<file path="src/rtl/conv_wreg_loader_pkg.sv">
// Shared defaults, state encoding and counter helpers for the convolution
// weight-register loader.
package conv_wreg_loader_pkg;

  localparam int unsigned AWIDTH_DEF  = 12;
  localparam int unsigned NWEIGHT_DEF = 25;
  localparam int unsigned RDLAT_DEF   = 1;
  localparam int unsigned CNT_W       = 5;

  typedef enum logic [1:0] {
    ST_IDLE  = 2'd0,
    ST_FETCH = 2'd1,
    ST_DRAIN = 2'd2,
    ST_DONE  = 2'd3
  } state_e;

  // True when cnt is the index of the final word of an n-word load.
  function automatic logic is_last(input logic [CNT_W-1:0] cnt, input int unsigned n);
    return cnt == CNT_W'(n - 1);
  endfunction

endpackage

</file>
<file path="src/rtl/conv_wreg_loader_rd_valid_pipe.sv">
// DEPTH-stage delay line that turns an issued-read strobe into a
// read-data-valid strobe for a fixed-latency memory.
module conv_wreg_loader_rd_valid_pipe #(
  parameter int unsigned DEPTH = 1
) (
  input  logic clk,
  input  logic rst,
  input  logic valid_i,
  output logic valid_o
);

  logic [DEPTH-1:0] stage_q;
  logic [DEPTH-1:0] stage_d;

  always_comb begin
    stage_d    = stage_q;
    stage_d[0] = valid_i;
    for (int unsigned i = 1; i < DEPTH; i++) begin
      stage_d[i] = stage_q[i-1];
    end
  end

  always_ff @(posedge clk or posedge rst) begin
    if (rst) begin
      stage_q <= '0;
    end else begin
      stage_q <= stage_d;
    end
  end

  assign valid_o = stage_q[DEPTH-1];

endmodule

</file>
<file path="src/rtl/conv_wreg_loader.sv">
// Fetches NWEIGHT consecutive words from weight memory through the arbiter
// and strobes each returned word into the shift-style weight register.
module conv_wreg_loader
  import conv_wreg_loader_pkg::*;
#(
  parameter int unsigned AWIDTH  = AWIDTH_DEF,
  parameter int unsigned NWEIGHT = NWEIGHT_DEF,
  parameter int unsigned RDLAT   = RDLAT_DEF
) (
  input  logic              clk,
  input  logic              rst,
  input  logic              start,
  input  logic [AWIDTH-1:0] base_addr,
  output logic              mem_req,
  input  logic              mem_gnt,
  output logic [AWIDTH-1:0] mem_addr,
  output logic              wreg_we,
  output logic              busy,
  output logic              done
);

  state_e             state_q, state_d;
  logic [AWIDTH-1:0]  addr_q, addr_d;
  logic [CNT_W-1:0]   issue_cnt_q, issue_cnt_d;
  logic [CNT_W-1:0]   recv_cnt_q, recv_cnt_d;
  logic               mem_req_q, mem_req_d;
  logic               busy_q, busy_d;
  logic               done_q, done_d;
  logic               wreg_we_q;
  logic               grant_c;

  assign grant_c = mem_req_q & mem_gnt;

  conv_wreg_loader_rd_valid_pipe #(
    .DEPTH (RDLAT)
  ) u_rd_valid_pipe (
    .clk     (clk),
    .rst     (rst),
    .valid_i (grant_c),
    .valid_o (wreg_we_q)
  );

  // Next-state: request stays up and address holds until granted.
  always_comb begin
    state_d     = state_q;
    addr_d      = addr_q;
    issue_cnt_d = issue_cnt_q;
    recv_cnt_d  = recv_cnt_q;
    mem_req_d   = mem_req_q;
    busy_d      = busy_q;
    done_d      = 1'b0;

    if (wreg_we_q) begin
      recv_cnt_d = recv_cnt_q + CNT_W'(1);
    end

    case (state_q)
      ST_IDLE: begin
        if (start) begin
          addr_d      = base_addr;
          issue_cnt_d = '0;
          recv_cnt_d  = '0;
          mem_req_d   = 1'b1;
          busy_d      = 1'b1;
          state_d     = ST_FETCH;
        end
      end
      ST_FETCH: begin
        if (grant_c) begin
          addr_d      = addr_q + AWIDTH'(1);
          issue_cnt_d = issue_cnt_q + CNT_W'(1);
          if (is_last(issue_cnt_q, NWEIGHT)) begin
            mem_req_d = 1'b0;
            state_d   = ST_DRAIN;
          end
        end
      end
      ST_DRAIN: begin
        if (wreg_we_q && is_last(recv_cnt_q, NWEIGHT)) begin
          done_d  = 1'b1;
          busy_d  = 1'b0;
          state_d = ST_DONE;
        end
      end
      ST_DONE: begin
        state_d = ST_IDLE;
      end
      default: begin
        state_d = ST_IDLE;
      end
    endcase
  end

  always_ff @(posedge clk or posedge rst) begin
    if (rst) begin
      state_q     <= ST_IDLE;
      addr_q      <= '0;
      issue_cnt_q <= '0;
      recv_cnt_q  <= '0;
      mem_req_q   <= 1'b0;
      busy_q      <= 1'b0;
      done_q      <= 1'b0;
    end else begin
      state_q     <= state_d;
      addr_q      <= addr_d;
      issue_cnt_q <= issue_cnt_d;
      recv_cnt_q  <= recv_cnt_d;
      mem_req_q   <= mem_req_d;
      busy_q      <= busy_d;
      done_q      <= done_d;
    end
  end

  assign mem_req  = mem_req_q;
  assign mem_addr = addr_q;
  assign wreg_we  = wreg_we_q;
  assign busy     = busy_q;
  assign done     = done_q;

endmodule

</file>
<file path="config.mk">
export PLATFORM = sky130hd
export DESIGN_NAME = conv_wreg_loader
export DESIGN_NICKNAME = d
export VERILOG_FILES = /design/src/rtl/conv_wreg_loader_pkg.sv /design/src/rtl/conv_wreg_loader_rd_valid_pipe.sv /design/src/rtl/conv_wreg_loader.sv
export SDC_FILE = /design/constraint.sdc
export NUM_CORES = 1
export LEC_CHECK = 0
export BUFFER_PORTS_ARGS = -buffer_cell sky130_fd_sc_hd__buf_2
export CORE_MARGIN = 4
export CORE_UTILIZATION = 30
export DETAILED_ROUTE_END_ITERATION = 10
export PLACE_DENSITY_LB_ADDON = 0.08
export SYNTH_ARGS = -nofsm -noshare
export SYNTH_HDL_FRONTEND = slang
export SYNTH_SLANG_ARGS = --single-unit
</file>
<file path="constraint.sdc">
create_clock -name clk -period 4.2 [get_ports clk]
set_input_delay 0.42 -clock clk [delete_from_list [all_inputs] [get_ports clk]]
set_output_delay 0.42 -clock clk [all_outputs]
set_load 0.02 [all_outputs]
</file>
==> impl_metrics.ini, run 1 <==
[clock_tree]
numCtsBuffers = 3
clk_latency_ns = 0.28
post_cts_buffers = 0
htree_levels = 1
holdBufCountCts = 0
cts_resized = 0
cts_tree = yes
clock_path_buffers = 2
cts.sinks = 28
cts-root-buf = clkbuf_8
path_clk_slew_ns = 0.10

[pwr]
p_switching_mw = 0.0979
p_sw_frac = 0.196
ir_drop_mv = 0.190
pwr-share-seq = 0.539
p_leak_nw = 0.897
intPower_mw = 0.402
power_frac_clock = 0.435
total_power_mw = 0.500
pwr-share-comb = 0.027
p_per_area_nw_per_um2 = 263

[run_status]
status = complete, no violations

[placed_design]
dp_hpwl_microns = 2720
dpl_worst_slack_ns = 1.41
portBuffers = 31
dp.cells = 266
gp_congestion = 0.766

[layout]
diodes = 0
num-nets-final = 225
stdcell_count = 270
regArea_sq_um = 701
multi_input_area_sq_um = 837
drive_above_1_share = 0.230
area_delta_synth_final_pct = 16.7
fillers = 557
layout_commonest_cell = buf_2
layout_common_cells = 31 x buf_2, 28 x dfrtp_1, 18 x nand2_1

[setup_path]
critPathArrivalTime_ns = 2.98
crit_required_ns = 4.38
critPathCaptureType = flop
worstSetupPathType = flop to flop
crit_path_start_kind = flop
path_max_fanout = 21

[timing]
final.min_clock_period_ns = 2.80
drv_slew = 0
worst_pin_slew_ns = 1.18
maxSlewHeadroom = 0.212
setup_viol = 0
finalHoldViolCount = 0
setup_slack_ns = 1.40
finClkSkew_ns = 0.00466
max_freq_ghz = 0.357
setup_tns_ns = 0
fin_crit_sh = 0.668
rsz0062_at_grt = false

[synth]
synth-edff-count = 0
synth-seq-cells = 28
avgSynthCellArea_sq_um = 9.38
yosys_warnings = 0
syn_inst = 174
synth_ff_type = dfrtp_1
seq_area_frac_synth = 0.429
netlist_area_sq_um = 1630
yosysUniqueCellTypes = 34
synthArstFlopShare = 1.00
syn_nets = 198

[hold_path]
worst_hold_path_type = input port to flop

[floorplanning]
die_area_sq_um = 6680
die_x_microns = 81.7
fp.dieH_microns = 81.7
core-area_sq_um = 5200
fp-row-count = 26
initial_core_util = 0.313
io_pins = 32

[global_routing]
grt_pass1_vias = 1243
grt_pass1_wl_microns = 6180
grt.total_usage = 0.118
grt_antenna_before_repair = 0
grt_overflow_total = 0
grt_max_degree = 29

[drt]
drc = 0
vias = 1321
first_iter_violations = 47
wl_microns = 3680
postRouteAntennaNets = 0
dr.pass1.iters = 4
wl_per_cell_microns = 13.6
vias_per_cell = 4.89

[job]
cap_violations = 0
Yosys cell counts, drive strengths merged, types with 2 or more instances:
library cell  number  area share
nor2              11       0.025
clkbuf             5       0.012
and3               3       0.012
a21oi             14       0.054
nor3               2      0.0061
dfrtp             28        0.43
ha                 8       0.061
o21ai             11       0.034
nor2b              2      0.0077
and2               3       0.012
mux2i              6       0.037
a2bb2oi            7       0.057
xnor2              4       0.021
buf                5       0.018
xor2               3       0.016
nand3              9       0.028
o22ai              4       0.015
a21o               2      0.0092
nand4              9       0.035
nand2             18       0.041
inv               12       0.028
area by class of cell:
type                    instances  share of cell area
well taps                      70              0.0460
clock buffers                   3              0.0217
clock inverters                 1              0.0158
repair buffers                 32              0.0854
inverters                      12              0.0237
flip-flops and latches         28               0.368
multi-input cells             124               0.440
power groups by stage:
| stage | Clock (mW) | Combinational (mW) | Sequential [mW] |
|---|---|---|---|
| 2_1_floorplan | 0 | 0.00474 | 0.275 |
| 3_3_place_gp | 0 | 0.0140 | 0.275 |
| 3_5_place_dp | 0 | 0.0143 | 0.275 |
| 4_1_cts | 0.227 | 0.0144 | 0.269 |
| 5_1_grt | 0.239 | 0.0159 | 0.270 |
| 6_report | 0.217 | 0.0134 | 0.269 |
layer usage:
metal,global-route usage,up-vias,routed length [microns]
li1,-,661,-
met1,0.160,639,1730
met2,0.197,19,1820
met3,0.0175,2,113
met4,0.0299,0,24
met5,0,-,0
worst max-delay path: stages (launching register included):
cell and delay (ns):
dfrtp_1 0.40, inv_1 0.08, ha_1 0.62, mux2i_1 0.30, nor2_1 0.95, nand2_1 0.13
a21o_1 0.21
state kept, by name (all words and copies together) (netlist names):
name                     flops
recv_cnt_q                   5
issue_cnt_q                  5
busy                         1
u_rd_valid_pipe.valid_o      1
mem_req                      1
mem_addr                    12
state_q                      2
done                         1
final timing paths:
kind                       startpoint                       to  slack (ns)  cells after the start
max                        state_q[1]                  mem_req        1.40                      6
max in group asynchronous         rst           issue_cnt_q[2]        3.13                      2
max reg2reg                state_q[1]                  mem_req        1.40                      6
min in group asynchronous         rst             mem_addr[10]        0.41                      2
min                           mem_gnt  u_rd_valid_pipe.valid_o        0.37                      2
min reg2reg                state_q[1]               state_q[1]        0.53                      1
per-stage QoR:
stage          area [sq um]  hold slack (ns)  utilization
5_1_grt                1900            0.374        0.366
3_3_place_gp           1830            0.503        0.352
4_1_cts                1900            0.359        0.366
2_1_floorplan          1630            0.485            -
6_report               1900            0.366        0.366
3_5_place_dp           1830            0.515        0.352
cells by family (layout without fill, tap and decap cells):
family | count (synthesis) | count (layout) | share of synthesized area
XOR/XNOR | 7 | 7 | 0.0376
AO/OA/AOI/OAI | 41 | 41 | 0.186
AND/OR/NAND/NOR | 61 | 61 | 0.185
adder cells (fa/ha/maj) | 8 | 8 | 0.0614
flip-flops | 28 | 28 | 0.429
multiplexers | 7 | 7 | 0.0437
buffers and inverters | 22 | 48 | 0.0575
Power figures use the tool's default switching activity.
==> inputs of run 2 (changes only) <==
clock period = 2.6 ns   (was 4.2 ns; I/O delays follow)
==> impl_metrics.ini, run 2 (same netlist as run 1, synthesis figures left out) <==
[clock_tree]
holdBufCountCts = 0
path_clk_slew_ns = 0.10
cts-root-buf = clkbuf_8
htree_levels = 1
numCtsBuffers = 3
clk_latency_ns = 0.27
cts_resized = 0
cts_tree = yes
cts.sinks = 28
clock_path_buffers = 2
post_cts_buffers = 0

[run_status]
status = complete, no violations

[floorplanning]
die_area_sq_um = 6680
die_x_microns = 81.7
fp.dieH_microns = 81.7
initial_core_util = 0.313
fp-row-count = 26
io_pins = 32
core-area_sq_um = 5200

[timing]
final.min_clock_period_ns = 2.04
setup_slack_ns = 0.563
maxSlewHeadroom = 0.650
finalHoldViolCount = 0
drv_slew = 0
rsz0062_at_grt = false
fin_crit_sh = 0.783
setup_viol = 0
hold_slack_ns = 0.0413
finClkSkew_ns = 0.00466
max_freq_ghz = 0.491
worst_pin_slew_ns = 0.525
setup_tns_ns = 0

[setup_path]
crit_family = compound AO/OA/AOI/OAI gates
crit_path_start_kind = flop
crit_chain = inv_1 -> ha_1 -> a21boi_1 -> or2_1 -> a21oi_1 -> a2bb2oi_1
slowest_stage = or2_1
critPathArrivalTime_ns = 2.20
worstSetupPathType = flop to flop
critPathCaptureType = flop
crit_required_ns = 2.76
path_max_fanout = 12
cpPeakStageDelay_ns = 0.52
worst-path-buf-inv = 1

[layout]
num-nets-final = 227
diodes = 0
multi_input_area_sq_um = 837
stdcell_count = 272
largest_reg_flops = 12
fin_area_sq_um = 1900
regArea_sq_um = 701
layout_common_cells = 31 x buf_2, 28 x dfrtp_1, 18 x nand2_1
fillers = 537
layout_commonest_cell = buf_2
drive_above_1_share = 0.238
area_delta_synth_final_pct = 16.6

[drt]
postRouteAntennaNets = 0
drc = 0
vias = 1310
dr.pass1.iters = 4
vias_per_cell = 4.82
wl_microns = 3680
wl_per_cell_microns = 13.5
first_iter_violations = 109

[global_routing]
grt.total_usage = 0.119
grt_antenna_before_repair = 0
grt_pass1_wl_microns = 6190
grt_overflow_total = 0
grt_pass1_vias = 1281
grt_max_degree = 37

[placed_design]
gp_congestion = 0.742
dpl_cell_area_sq_um = 1850
portBuffers = 31
dp.cells = 268
dpl_worst_slack_ns = 0.571
dp_hpwl_microns = 2680

[pwr]
p_switching_mw = 0.153
p_leak_nw = 0.900
p_per_area_nw_per_um2 = 385
pwr-share-comb = 0.031
ir_drop_mv = 0.168
p_sw_frac = 0.209
power_frac_clock = 0.376
intPower_mw = 0.580
pwr-share-seq = 0.593

[hold_path]
worst_hold_path_type = input port to asynchronous set/reset pin

[job]
cap_violations = 0
[run 2: per-layer routing]
metal | vias up | part of all wire | GRT usage
met1 | 632 | 0.49 | 0.169
met5 | - | 0 | 0
met3 | 2 | 0.024 | 0.0143
li1 | 663 | - | -
met4 | 0 | 0.0060 | 0.0349
met2 | 13 | 0.47 | 0.189
[run 2: path summary, 6_finish.rpt]
kind	startpoint	slack (ns)	end	depth (start not counted)
worst min-delay path	rst	0.04	mem_addr[9]	3
max in group asynchronous	rst	2.29	mem_req	3
min in group clk	mem_gnt	0.21	u_rd_valid_pipe.valid_o	2
worst max-delay path	state_q[1]	0.56	mem_addr[6]	6
worst max register to register	state_q[1]	0.56	mem_addr[6]	6
worst min register to register	state_q[1]	0.54	state_q[1]	1
[run 2: cell type report]
cell class	count	area share
sequential	28	0.368
timing repair buffer	34	0.0934
clock buffer	4	0.0289
multi-input combinational	124	0.440
tap	70	0.0460
inverter	12	0.0237
[run 2: power by group through the flow]
stage	registers, mW	clock network (mW)	logic [mW]
2_1_floorplan	0.444	0	0.00765
5_1_grt	0.435	0.307	0.0266
6_report	0.435	0.275	0.0229
3_3_place_gp	0.444	0	0.0240
3_5_place_dp	0.444	0	0.0241
4_1_cts	0.435	0.288	0.0242
[run 2: stage by stage]
step           utilization  total power, mW
2_1_floorplan            -            0.451
3_5_place_dp         0.355            0.468
5_1_grt              0.366            0.769
4_1_cts              0.366            0.747
3_3_place_gp         0.355            0.468
6_report             0.366            0.733
[run 2: worst register-to-register path: stages, from the launching register on]
cell and delay, ns:
dfrtp_1 0.41, inv_1 0.08, ha_1 0.22, a21boi_1 0.47, or2_1 0.52, a21oi_1 0.08
a2bb2oi_1 0.15
